### config.mk
export PLATFORM = sky130hd
export DESIGN_NAME = fetch_unit
export DESIGN_NICKNAME = d
export VERILOG_FILES = /design/src/rtl/fetch_unit.sv
export SDC_FILE = /design/constraint.sdc
export NUM_CORES = 1
export LEC_CHECK = 0
export BUFFER_PORTS_ARGS = -buffer_cell sky130_fd_sc_hd__buf_2
export CORE_MARGIN = 1
export CORE_UTILIZATION = 46
export CTS_CLUSTER_DIAMETER = 150
export DETAILED_ROUTE_END_ITERATION = 10
export GPL_TIMING_DRIVEN = 0
export PLACE_DENSITY = 0.78
export SLEW_MARGIN = 20
export SYNTH_ARGS = -nofsm -noshare
export SYNTH_HDL_FRONTEND = slang
export SYNTH_SLANG_ARGS = --single-unit
### constraint.sdc
create_clock -name clk -period 9.4 [get_ports clk]
set_clock_uncertainty 0.15 [all_clocks]
set_input_delay 0.47 -clock clk [delete_from_list [all_inputs] [get_ports clk]]
set_output_delay 0.47 -clock clk [all_outputs]
set_load 0.01 [all_outputs]
### src/rtl/fetch_unit.sv
`default_nettype none
// ============================================================================
// Module   : fetch_unit
// Purpose  : Instruction fetch stage. Holds the fetch PC, issues in-order
//            requests to instruction memory (req/gnt + rvalid), buffers up to
//            two returned instructions with their PCs, pre-decodes the
//            immediate class of the head and handles branch/jump redirects
//            by dropping responses that were already in flight.
// Revision : 1.0 - initial release
// ============================================================================
module fetch_unit #(
   parameter logic [31:0] RESET_PC = 32'h0000_0000
) (
   input  logic        clk,
   input  logic        rst,
   // Instruction memory side
   output logic        imemReq,
   output logic [31:0] imemAddr,
   input  logic        imemGnt,
   input  logic        imemRvalid,
   input  logic [31:0] imemRdata,
   // Control flow redirect
   input  logic        redirect,
   input  logic [31:0] redirectPc,
   // Decode side
   output logic        instrValid,
   output logic [31:0] instr,
   output logic [31:0] pc,
   output logic [1:0]  immSrc,
   input  logic        decReady
);

   localparam logic [31:0] c_NOP       = 32'h0000_0013;
   localparam logic [31:0] c_ALIGN     = 32'hFFFF_FFFC;
   localparam logic [31:0] c_START_PC  = RESET_PC & c_ALIGN;
   localparam logic [6:0]  c_OP_STORE  = 7'b0100011;
   localparam logic [6:0]  c_OP_BRANCH = 7'b1100011;
   localparam logic [6:0]  c_OP_JAL    = 7'b1101111;

   // ------------------------------------------------------------------------
   // State
   // ------------------------------------------------------------------------
   logic        r_active;       // low until the first clock after reset
   logic [31:0] r_fetchPc;      // address of the next request
   logic [31:0] r_respPc;       // PC belonging to the next accepted response
   logic [1:0]  r_outstanding;  // granted requests not yet answered
   logic [1:0]  r_dropCount;    // stale responses still to be discarded

   // Two-entry shift FIFO; slot 0 is always the head so the decode outputs
   // can be driven straight from flops. An empty head slot holds NOP / PC 0.
   logic        r_v0;
   logic        r_v1;
   logic [31:0] r_pc0;
   logic [31:0] r_pc1;
   logic [31:0] r_instr0;
   logic [31:0] r_instr1;

   // ------------------------------------------------------------------------
   // Combinational control
   // ------------------------------------------------------------------------
   logic        w_pop;
   logic        w_push;
   logic        w_drop;
   logic        w_gnt;
   logic [1:0]  w_occ;
   logic [2:0]  w_credit;
   logic [1:0]  w_outRetired;
   logic [31:0] w_redirectPc;

   logic        w_v0_n;
   logic        w_v1_n;
   logic [31:0] w_pc0_n;
   logic [31:0] w_pc1_n;
   logic [31:0] w_instr0_n;
   logic [31:0] w_instr1_n;

   assign w_pop        = r_v0 & decReady;
   assign w_occ        = {1'b0, r_v0} + {1'b0, r_v1};
   // Slots committed next cycle: in-flight requests plus buffered entries,
   // less the one decode is taking right now.
   assign w_credit     = {1'b0, r_outstanding} + {1'b0, w_occ} - {2'b00, w_pop};
   assign imemReq      = r_active & ~redirect & (w_credit < 3'd2);
   assign imemAddr     = r_fetchPc;
   assign w_gnt        = imemReq & imemGnt;
   assign w_drop       = imemRvalid & (r_dropCount != 2'd0);
   assign w_push       = imemRvalid & (r_dropCount == 2'd0) & ~redirect;
   assign w_outRetired = r_outstanding - {1'b0, imemRvalid};
   assign w_redirectPc = redirectPc & c_ALIGN;

   assign instrValid   = r_v0;
   assign instr        = r_instr0;
   assign pc           = r_pc0;

   // Next FIFO contents from the push/pop combination; redirect flushes.
   always_comb begin
      w_v0_n     = r_v0;
      w_v1_n     = r_v1;
      w_pc0_n    = r_pc0;
      w_pc1_n    = r_pc1;
      w_instr0_n = r_instr0;
      w_instr1_n = r_instr1;
      if (redirect) begin
         w_v0_n     = 1'b0;
         w_v1_n     = 1'b0;
         w_pc0_n    = 32'h0;
         w_pc1_n    = 32'h0;
         w_instr0_n = c_NOP;
         w_instr1_n = c_NOP;
      end else begin
         case ({w_pop, w_push})
            2'b11: begin
               if (r_v1) begin
                  w_pc0_n    = r_pc1;
                  w_instr0_n = r_instr1;
                  w_pc1_n    = r_respPc;
                  w_instr1_n = imemRdata;
               end else begin
                  w_pc0_n    = r_respPc;
                  w_instr0_n = imemRdata;
               end
            end
            2'b10: begin
               if (r_v1) begin
                  w_pc0_n    = r_pc1;
                  w_instr0_n = r_instr1;
               end else begin
                  w_v0_n     = 1'b0;
                  w_pc0_n    = 32'h0;
                  w_instr0_n = c_NOP;
               end
               w_v1_n     = 1'b0;
               w_pc1_n    = 32'h0;
               w_instr1_n = c_NOP;
            end
            2'b01: begin
               if (!r_v0) begin
                  w_v0_n     = 1'b1;
                  w_pc0_n    = r_respPc;
                  w_instr0_n = imemRdata;
               end else begin
                  w_v1_n     = 1'b1;
                  w_pc1_n    = r_respPc;
                  w_instr1_n = imemRdata;
               end
            end
            default: ;
         endcase
      end
   end

   // Immediate class of the head instruction from its opcode.
   always_comb begin
      immSrc = 2'b00;
      case (r_instr0[6:0])
         c_OP_STORE:  immSrc = 2'b01;
         c_OP_BRANCH: immSrc = 2'b10;
         c_OP_JAL:    immSrc = 2'b11;
         default:     immSrc = 2'b00;
      endcase
   end

   // ------------------------------------------------------------------------
   // Sequential state
   // ------------------------------------------------------------------------

   // Fetch pointer, response pointer and the outstanding/drop bookkeeping.
   always_ff @(posedge clk or posedge rst) begin
      if (rst) begin
         r_active      <= 1'b0;
         r_fetchPc     <= c_START_PC;
         r_respPc      <= c_START_PC;
         r_outstanding <= 2'd0;
         r_dropCount   <= 2'd0;
      end else begin
         r_active      <= 1'b1;
         r_outstanding <= w_outRetired + {1'b0, w_gnt};
         if (redirect) begin
            r_fetchPc   <= w_redirectPc;
            r_respPc    <= w_redirectPc;
            // Everything still in flight after this cycle is stale.
            r_dropCount <= w_outRetired;
         end else begin
            if (w_gnt) begin
               r_fetchPc <= r_fetchPc + 32'd4;
            end
            if (w_push) begin
               r_respPc <= r_respPc + 32'd4;
            end
            r_dropCount <= r_dropCount - {1'b0, w_drop};
         end
      end
   end

   // Instruction buffer registers.
   always_ff @(posedge clk or posedge rst) begin
      if (rst) begin
         r_v0     <= 1'b0;
         r_v1     <= 1'b0;
         r_pc0    <= 32'h0;
         r_pc1    <= 32'h0;
         r_instr0 <= c_NOP;
         r_instr1 <= c_NOP;
      end else begin
         r_v0     <= w_v0_n;
         r_v1     <= w_v1_n;
         r_pc0    <= w_pc0_n;
         r_pc1    <= w_pc1_n;
         r_instr0 <= w_instr0_n;
         r_instr1 <= w_instr1_n;
      end
   end

endmodule
`default_nettype wire

==> key figures, run 1 <==
Clock tree
  – Total CTS buffers: 17
  – Setup bufs post-CTS: 0
  – Clock-pin slew on the worst setup and hold paths: approximately 0.07 ns
  – Number of H-tree levels: 4
  – Hold-fix buffers, CTS: 0
  – CTS resizes: 0
  – CTS tree: yes
  – Clock buffer depth: 2
  – Clock Sinks: slightly below 200
  – CTS root buffer: clkbuf_16
  – Clk_lat worst skew: about 0.45 ns

STA
  – TNS Setup: 0 ns
  – Final Cycle Share: 0.413
  – Fmax: 258 MHz
  – Worst slew pin tran: around 0.95 ns
  – Slew headroom: 0.369
  – Final-report setup violation count: 0
  – RSZ-0062 raised after global routing: no
  – Min Tclk post-route: around 3.9 ns
  – Hold Worst Slack: -0.0389 ns
  – Final Hold Fails: 26
  – Final worst slack: ~5.5 ns
  – Final Max Slew Viols: 0

Finish
  – Finished Layout Cells: between 1000 and 1500
  – Layout cells sized above 1: 0.227
  – # diodes: 0
  – Final #Nets: ~1200
  – Layout area overhead: 19.1%

Pwr
  – Peak VDD IR: ~0.15 mV
  – Seq pwr share: 0.460
  – P_leak: 5.12 nW
  – Psw: around 0.00075 W
  – Sw Share: 0.324
  – Combinational share of power: 0.224
  – Clk pwr share: 0.316
  – Internal power: 0.00155 W
  – Power Density: between 200 and 250 nW/µm²
  – Pwr Total: around 0.0023 W

Status
  – Status: complete, but fails checks
  – Failing checks: hold timing

Route
  – Drc violations: 0
  – Initial detailed-routing violation count: 544
  – TritonRoute pass-1 iters: 5
  – DRT antenna net count: 0
  – Avg Vias per Cell: 5.61
  – DRT Wirelength: between 20000 and 25000 µm
  – Via Count: between 7000 and 8000
  – Mean routed wirelength per cell: between 15 and 20 µm

Yosys
  – Largest family of logic cells by synthesized area: simple AND/OR/NAND/NOR gates
  – Mean area per synthesized cell: around 9.7 µm²
  – FFs w/ async S/R, synth: 1.00
  – Adder-cell share of the synthesized area: 0.0156
  – Mux contribution to synthesized area: 0.0455
  – Syn Inst Count: roughly 950
  – Share of the synthesized area in the top cell type: 0.504
  – Yosys cell types: 55
  – Post-Synth Simple-Gate Area: 0.176
  – Register bit total from synthesis: around 190
  – Predominant post-synthesis flop cell: dfrtp_1
  – Post-synthesis xor/xnor area fraction: 0.0519
  – Post-synth EDFFs: 0
  – Synth top area cells: dfrtp_1 (50%), nand2_1 (8.3%), o21ai_0 (6.4%)
  – Synth cell count leaders: nand2_1 (205), dfrtp_1 (187), o21ai_0 (119), a22oi_1 (59), clkbuf_1 (50)
  – Yosys warns: 0
  – Mapped cell area: roughly 9300 µm²
  – Top-count cell post-synth: nand2_1
  – Compound-Gate Fraction of Synth Area: 0.152
  – Dominant cell type by area after synthesis: dfrtp_1
  – Sequential fraction of the synthesis area: 0.521

Floorplan
  – I/O pin count: 170
  – Core area: a little under 20000 µm²
  – Cell Rows: 51
  – DIE AREA: just over 20000 µm²
  – Die X: between 100 and 150 µm
  – Initial Utilization: 0.472
  – Die height: 144 µm

Job
  – Max-cap violations: 0

Placement
  – GPL Wtd Cong: roughly 0.94
  – Port buffer count: about 160
  – Hpwl dp: approximately 18000 µm
  – Pre-CTS WS: 5.15 ns
  – Placed cells: about 1400

Setup path
  – Worst setup path class: flop to flop
  – Critical Path AT: 4.07 ns
  – Crit path largest cell delay: between 0.5 and 0.6 ns
  – CP endpoint kind: flop
  – Worst Path Max Fanout: 8
  – CP required: about 9.6 ns
  – Slowest cell on crit path: nor3_2
  – Worst setup SP type: flop
  – Critical Path, Cell by Cell: nand2_1 > inv_1 > ha_1 > inv_1 > ha_1 > a21o_1 > fa_1 > nand3b_1 > nor3_2 > nand4_1 > o21a_1 > o31a_1

Hold path
  – Worst min path class: input port to async pin

GRT
  – Largest net degree at the start of global routing: around 100
  – Total track usage: 0.246
  – Initial antenna violation count: 0
  – Vias in the first global route: between 7000 and 8000
  – Gr ovfl total: 0
  – First-pass GRT wire length: a little under 40000 µm
[placed cells by master, fill, tap and decap left out, drive strengths merged, types with 6 or more instances in the layout]
master	instances
nand3	22
dfstp	6
xor2	18
nor4	8
and4	7
nand2b	9
dfrtp	187
mux2	34
buf	179
clkinv	7
a21boi	10
a31oi	6
nand4	28
a22oi	59
xnor2	37
ha	10
inv	20
nor2	23
a21oi	17
and2	6
nor3	10
clkbuf	70
o21ai	130
nand2	205
[worst paths after layout]
kind,from,end,slack [ns],depth (start not counted)
min reg2reg,r_instr1[4],r_instr1[4],0.33,2
min in group clk,imemRdata[6],r_instr1[6],0.12,3
max reg2reg,instrValid,imemAddr[31],5.52,12
max,instrValid,imemAddr[31],5.52,12
min,rst,instr[23],-0.04,2
max in group asynchronous,rst,imemAddr[2],8.21,3
[routing by layer]
| metal | vias to the layer above | global-route usage | wire length [µm] | share of wire |
|---|---|---|---|---|
| li1 | 3698 | - | - | - |
| met1 | 3850 | 0.340 | 10700 | 0.43 |
| met2 | 358 | 0.384 | 11400 | 0.46 |
| met3 | 41 | 0.0563 | 2160 | 0.088 |
| met4 | 0 | 0.0750 | 393 | 0.016 |
| met5 | - | 0 | 0 | 0 |
[power groups by stage]
stage	registers (W)	logic (W)	clock network (W)
after floorplan	0.00107	0.000311	0
after global placement	0.00106	0.000494	0
after detailed placement	0.00107	0.000511	0
after CTS	0.00105	0.000515	0.000735
after global routing	0.00107	0.000576	0.000772
final	0.00106	0.000515	0.000727
[registers in the layout, indices dropped and copies added (netlist names)]
signal / flops
instrValid: 1
r_v1: 1
instr: 32
r_respPc: 30
imemAddr: 30
r_instr1: 32
pc: 31
r_outstanding: 2
r_dropCount: 2
r_pc1: 31
r_active: 1
[cell type report]
| type | count | area (µm²) |
|---|---|---|
| Fill cell | 1763 | 8600 |
| Sequential cell | 193 | 4840 |
| Multi-Input combinational cell | 679 | 4100 |
| Timing Repair Buffer | 165 | 848 |
| Clock buffer | 20 | 447 |
| Tap cell | 265 | 332 |
| Buffer | 64 | 279 |
| Clock inverter | 12 | 134 |
| Inverter | 19 | 78.8 |
[kinds of logic after synthesis]
| group | Yosys count |
|---|---|
| AOI/OAI and AO/OA | 236 |
| xor gates and xnor gates | 55 |
| adders and majority gates | 11 |
| buffers and inverters | 83 |
| DFF | 193 |
| muxes | 38 |
| other | 2 |
| and+or+nand+nor | 336 |
[through the flow]
step            util  hold WS [ns]  cell area (µm²)
6_report       0.563       -0.0389            11100
5_1_grt        0.563        0.0146            11100
4_1_cts        0.563       0.00824            11100
3_5_place_dp   0.533         0.310            10500
3_3_place_gp   0.531         0.299            10400
2_1_floorplan      -         0.291             9290
[critical path: cells and delay by family, from the launching register on]
family | cells | cell delay (ns)
buffers and inverters | 2 | 0.16
AO/OA/AOI/OAI | 3 | 0.66
adder cells (fa/ha/maj) | 3 | 1.09
flip-flops | 1 | 0.46
AND/OR/NAND/NOR | 4 | 1.22
No activity file was read; power rests on OpenSTA's default activity.
==> run 2, diff against run 1 <==
--- a/config.mk
+++ b/config.mk
@@ -11,7 +11,7 @@
 export CTS_CLUSTER_DIAMETER = 150
 export DETAILED_ROUTE_END_ITERATION = 10
 export GPL_TIMING_DRIVEN = 0
-export PLACE_DENSITY = 0.78
+export PLACE_DENSITY = 0.81
 export SLEW_MARGIN = 20
 export SYNTH_ARGS = -nofsm -noshare
 export SYNTH_HDL_FRONTEND = slang
==> constraint.sdc (replaced) <==
create_clock -name clk -period 3.5 [get_ports clk]
set_clock_uncertainty 0.15 [all_clocks]
set_input_delay 0.175 -clock clk [delete_from_list [all_inputs] [get_ports clk]]
set_output_delay 0.175 -clock clk [all_outputs]
set_load 0.01 [all_outputs]
==> run 2 against run 1 <==
  * The flow finishes with violations (setup timing)
  * Non-clock buffer count grew 83
  * Global-route usage up 2.0 points
  * Flip-flop and latch count unchanged
  * Worst setup slack got worse by 5.5 ns
  * Critical path depth increased by 2
  * Clock power rose to 2.6 times the previous value
  * Total power rose to 2.7 times the previous value
  * Sequential power grew to 2.7 times the previous value
  * Wire length rose by 8.2%
  * Maximum frequency grew 9.9%
  * Largest cell class unchanged
==> key figures, run 2 (synthesis gave the netlist of run 1 again) <==
Hold path
  – Worst min path class: input port to async pin

Floorplan
  – Initial Utilization: 0.472
  – Cell Rows: 51
  – Die height: between 100 and 150 µm
  – I/O pin count: between 150 and 200
  – Die X: 144 µm
  – DIE AREA: between 20000 and 25000 µm²
  – Core area: 19700 µm²

Job
  – Max-cap violations: 0

Finish
  – Most frequent cells in the layout: nand2_1 (204), dfrtp_1 (186), buf_2 (171)
  – Layout area overhead: 28.9%
  – Layout cells sized above 1: 0.236
  – Final #Nets: 1303
  – Most common cell after layout, fill and taps aside: nand2_1
  – Filler Cells Inserted: approximately 1600

Setup path
  – CP endpoint kind: flop
  – Crit path largest cell delay: about 0.55 ns
  – Critical Path AT: about 3.7 ns
  – Critical Path, Cell by Cell: nand2_2 > inv_2 > ha_4 > inv_2 > ha_4 > a21o_1 > fa_1 > nand3b_1 > buf_6 > nor3_4 > buf_6 > nand4_1 > o21a_1 > o31a_1
  – Worst setup SP type: flop
  – Worst setup path class: flop to flop
  – CP bufs+invs: 4
  – Slowest cell on crit path: fa_1
  – CP required: around 3.7 ns
  – Worst Path Max Fanout: 6
  – Worst path top cell family by delay: adder cells

GRT
  – Vias in the first global route: 8178
  – Largest net degree at the start of global routing: 36
  – Grt met1 use: 0.342
  – Met2 Track Usage GR: 0.453
  – Gr ovfl total: 0
  – First-pass GRT wire length: 42000 µm
  – Routing usage on met3: 0.0589
  – Busiest grt layer: met2
  – Initial antenna violation count: 1
  – Total track usage: 0.266

STA
  – Final worst slack: -0.0310 ns
  – Fmax: roughly 280 MHz
  – Final-report setup violation count: 1
  – Final Max Slew Viols: 0
  – Final Hold Fails: 0
  – TNS Setup: -0.0310 ns
  – Min Tclk post-route: about 3.5 ns
  – RSZ-0062 raised after global routing: yes
  – Final Cycle Share: 1.01
  – Worst slew pin tran: ~0.80 ns
  – Slew headroom: 0.463

Placement
  – GPL Wtd Cong: 0.948
  – Port buffer count: roughly 160
  – Hpwl dp: ~18000 µm

Clock tree
  – CTS tree: yes
  – Clock-pin slew on the worst setup and hold paths: roughly 0.07 ns
  – Clock Sinks: ~190
  – Clk_lat worst skew: about 0.44 ns
  – Clock buffer depth: 2
  – Total CTS buffers: 17
  – CTS root buffer: clkbuf_16
  – Number of H-tree levels: 4

Pwr
  – Pwr Total: approximately 0.0063 W
  – P_leak: about 5.5 nW
  – Power Density: between 500 and 600 nW/µm²
  – Peak VDD IR: 0.398 mV

Route
  – TritonRoute pass-1 iters: 7
  – Avg Vias per Cell: about 5.6
  – Drc violations: 0
  – Via Count: 8358
  – DRT antenna net count: 0
  – Mean routed wirelength per cell: around 18 µm
  – DRT Wirelength: 26700 µm
  – Initial detailed-routing violation count: approximately 550

Status
  – Failing checks: setup timing
  – Status: complete, but fails checks
==> run 2: changes by cell type in the layout (fill, tap and decap cells not counted), sizes merged, moves of 2 or more <==
cell / previous run / this run
dlygate4sd3: 0 / 64
buf: 179 / 198
clkinv: 7 / 3
clkinvlp: 2 / 4
clkbuf: 70 / 74
==> run 2: layer usage <==
metal,vias to the layer above,wire (µm)
met5,-,0
met4,0,390
met3,31,2340
met2,384,13100
met1,4089,10900
li1,3854,-
==> run 2: path summary, 6_finish.rpt <==
kind | from | to | slack, ns | cells after the start
min in group clk | redirect | r_respPc[22] | 0.21 | 3
min reg2reg | r_instr1[4] | r_instr1[4] | 0.32 | 2
min | rst | instr[26] | 0.12 | 3
max | instrValid | imemAddr[31] | -0.03 | 14
max reg2reg | instrValid | imemAddr[31] | -0.03 | 14
max in group asynchronous | rst | imemAddr[25] | 1.69 | 8
==> run 2: repair_timing <==
action,4_1_cts,5_1_grt
buffers inserted,4,9
pin swaps,2,12
gates resized for setup,10,15
hold buffers,64,0
endpoints found under the hold margin,193,0
setup endpoints to repair,32,132
gates cloned,1,0
==> run 2: stage by stage <==
step	setup slack [ns]	hold WS, ns	area [µm²]	std cells	util
after floorplan	0.263	0.152	9290	955	-
after global placement	-0.455	0.278	10400	1384	0.531
after detailed placement	-0.466	0.0349	10600	1390	0.538
after CTS	-0.00247	0.111	11800	1491	0.603
after global routing	-0.0985	0.166	12000	1501	0.609
final	-0.0310	0.119	12000	1501	0.609
==> run 2: worst reg2reg max path, stage by stage (launching register included) <==
cell      delay (ns)
dfrtp_2         0.43
nand2_2         0.09
inv_2           0.06
ha_4            0.26
inv_2           0.04
ha_4            0.22
a21o_1          0.20
fa_1            0.55
nand3b_1        0.26
buf_6           0.18
nor3_4          0.19
buf_6           0.16
nand4_1         0.13
o21a_1          0.22
o31a_1          0.28
==> run 2: area by class of cell <==
| class | count | area (µm²) | area share |
|---|---|---|---|
| clock buffer | 24 | 482 | 0.0403 |
| tap | 265 | 332 | 0.0277 |
| inverter | 19 | 75.1 | 0.00627 |
| clock inverter | 8 | 80.1 | 0.00669 |
| timing repair buffer | 248 | 1690 | 0.142 |
| sequential | 193 | 4840 | 0.404 |
| antenna | 1 | 2.50 | 0.000209 |
| buffer | 64 | 287 | 0.0239 |
| multi-input combinational | 679 | 4170 | 0.349 |
==> run 2: power by group <==
part           internal, W  switching (W)
logic             0.000635       0.000922
clock network      0.00104       0.000842
registers          0.00257       0.000279
==> run 3, diff against run 2 <==
--- a/config.mk
+++ b/config.mk
@@ -12,6 +12,7 @@
 export DETAILED_ROUTE_END_ITERATION = 10
 export GPL_TIMING_DRIVEN = 0
 export PLACE_DENSITY = 0.81
+export RECOVER_POWER = 50
 export SLEW_MARGIN = 20
 export SYNTH_ARGS = -nofsm -noshare
 export SYNTH_HDL_FRONTEND = slang
==> run 3 against run 2 <==
  * First-iteration DRC count is 14% higher
  * The run ends with capacitance limit, slew limit, setup timing left
  * Die area stayed put
  * Critical endpoint unchanged
  * Register-to-register slack hardly changed
==> key figures, run 3 (synthesis gave the netlist of run 1 again) <==
Finish
  – Finished Layout Cells: between 1500 and 2000
  – Layout cells sized above 1: 0.155
  – Design Area, Final: ~12000 µm²
  – Most frequent cells in the layout: nand2_1 (204), dfrtp_1 (186), clkbuf_1 (149)
  – Filler Cells Inserted: around 1700
  – Final #Nets: ~1300
  – Most common cell after layout, fill and taps aside: nand2_1
  – Final Util: 0.600
  – Layout area overhead: 27.1%

GRT
  – Largest net degree at the start of global routing: 36
  – Initial antenna violation count: 1
  – Gr ovfl total: 0
  – Total track usage: 0.266
  – Vias in the first global route: 8178
  – First-pass GRT wire length: 42000 µm

Clock tree
  – Clk_lat worst skew: around 0.44 ns
  – Clock buffer depth: 2
  – Number of H-tree levels: 4
  – Clock Sinks: ~190
  – CTS root buffer: clkbuf_16
  – Clock-pin slew on the worst setup and hold paths: approximately 0.070 ns
  – CTS tree: yes
  – Total CTS buffers: 17

Floorplan
  – DIE AREA: between 20000 and 25000 µm²
  – Initial Utilization: 0.472
  – Die X: 144 µm
  – Cell Rows: slightly above 50
  – Die height: 144 µm
  – Core area: around 20000 µm²
  – I/O pin count: 170

Placement
  – GPL Wtd Cong: 0.948
  – Cell area after placement: 10600 µm²
  – Hpwl dp: 18100 µm
  – Placed cells: roughly 1400
  – Port buffer count: roughly 160

Setup path
  – Crit path largest cell delay: approximately 0.55 ns
  – Worst setup SP type: flop
  – Reg2Reg Depth: 14
  – Critical Path, Cell by Cell: nand2_2 > inv_2 > ha_4 > inv_2 > ha_4 > a21o_1 > fa_1 > nand3b_1 > buf_6 > nor3_4 > buf_6 > nand4_1 > o21a_1 > o31a_1
  – Critical Path AT: between 3 and 4 ns
  – Worst path top cell family by delay: adder cells
  – CP required: about 3.7 ns
  – Worst setup path class: flop to flop
  – R2R setup slack: -0.03 ns
  – Slowest cell on crit path: fa_1
  – CP endpoint kind: flop
  – R2r endpoint: imemAddr[31]
  – Crit Reg-Reg Startpoint: instrValid
  – Worst Path Max Fanout: 6
  – CP bufs+invs: 4

Pwr
  – P_leak: a little over 5 nW
  – Power Density: between 500 and 600 nW/µm²
  – Peak VDD IR: around 0.40 mV

Route
  – Initial detailed-routing violation count: roughly 630
  – Drc violations: 0
  – Avg Vias per Cell: about 5.6
  – Via Count: 8367
  – Mean routed wirelength per cell: about 18 µm
  – DRT antenna net count: 0
  – DRT Wirelength: approximately 27000 µm
  – TritonRoute pass-1 iters: 8

STA
  – Final Hold Fails: 0
  – Worst slew pin tran: 1.91 ns
  – Slew headroom: -0.274
  – Final Cycle Share: 1.01
  – Hold Worst Slack: between 0.15 and 0.2 ns
  – TNS Setup: -0.0260 ns
  – RSZ-0062 raised after global routing: yes
  – Fmax: approximately 280 MHz
  – Final Max Slew Viols: 66
  – Final worst slack: -0.0260 ns
  – Min Tclk post-route: ~3.5 ns
  – Final-report setup violation count: 1

Hold path
  – Worst min path class: input port to async pin

Status
  – Status: complete, but fails checks
  – Failing checks: capacitance limit, slew limit, setup timing

Job
  – Max-cap violations: 2
-- run 3: stage by stage --
stage / power, W / setup slack, ns
5_1_grt: 0.00657 / -0.0985
3_3_place_gp: 0.00418 / -0.455
3_5_place_dp: 0.00426 / -0.466
2_1_floorplan: 0.00372 / 0.263
4_1_cts: 0.00625 / -0.00247
6_report: 0.00625 / -0.0260
-- run 3: worst max-delay path by stage --
stage                          start            to  slack, ns  cells after the start
after floorplan           instrValid  imemAddr[28]       0.26                     13
after global placement           rst  imemAddr[23]      -0.46                      2
after detailed placement    redirect     r_pc1[22]      -0.47                     12
after CTS                 instrValid  imemAddr[31]     -0.002                     14
after global routing      instrValid  imemAddr[31]       -0.1                     14
final                     instrValid  imemAddr[31]      -0.03                     14
-- run 3: cell type report --
type	count	area, µm²	area share
Timing Repair Buffer	248	1540	0.131
Antenna cell	1	2.50	0.000212
Tap cell	265	332	0.0281
Inverter	19	72.6	0.00615
Clock buffer	24	482	0.0408
Multi-Input combinational cell	679	4170	0.354
Sequential cell	193	4840	0.410
Buffer	64	279	0.0236
Clock inverter	8	80.1	0.00679
-- run 3: worst register-to-register path: cells and delay by family, from the launching register on --
family          cells  cell delay (ns)
compound gates      3             0.70
fa+ha+maj           3             1.03
buf+inv             4             0.44
flops               1             0.43
simple gates        4             0.66
-- run 3: where the power goes --
part	switching (W)	internal [W]	total [W]	leakage (nW)
Combinational	0.000922	0.000589	0.00151	2.43
Clock	0.000845	0.00104	0.00188	0.267
Sequential	0.000282	0.00257	0.00285	2.45
-- run 3: repair_timing --
action | 4_1_cts | 5_1_grt
cloned | 1 | 0
endpoints found under the setup margin | 32 | 132
gates resized for setup | 10 | 15
hold buffers | 64 | 0
pin swaps | 2 | 12
buffers inserted | 4 | 9
endpoints found under the hold margin | 193 | 0
-- run 3: layer usage --
layer / global-route usage / share of wire
met1: 0.342 / 0.41
met2: 0.453 / 0.49
met3: 0.0589 / 0.086
met4: 0.0689 / 0.015
met5: 0 / 0
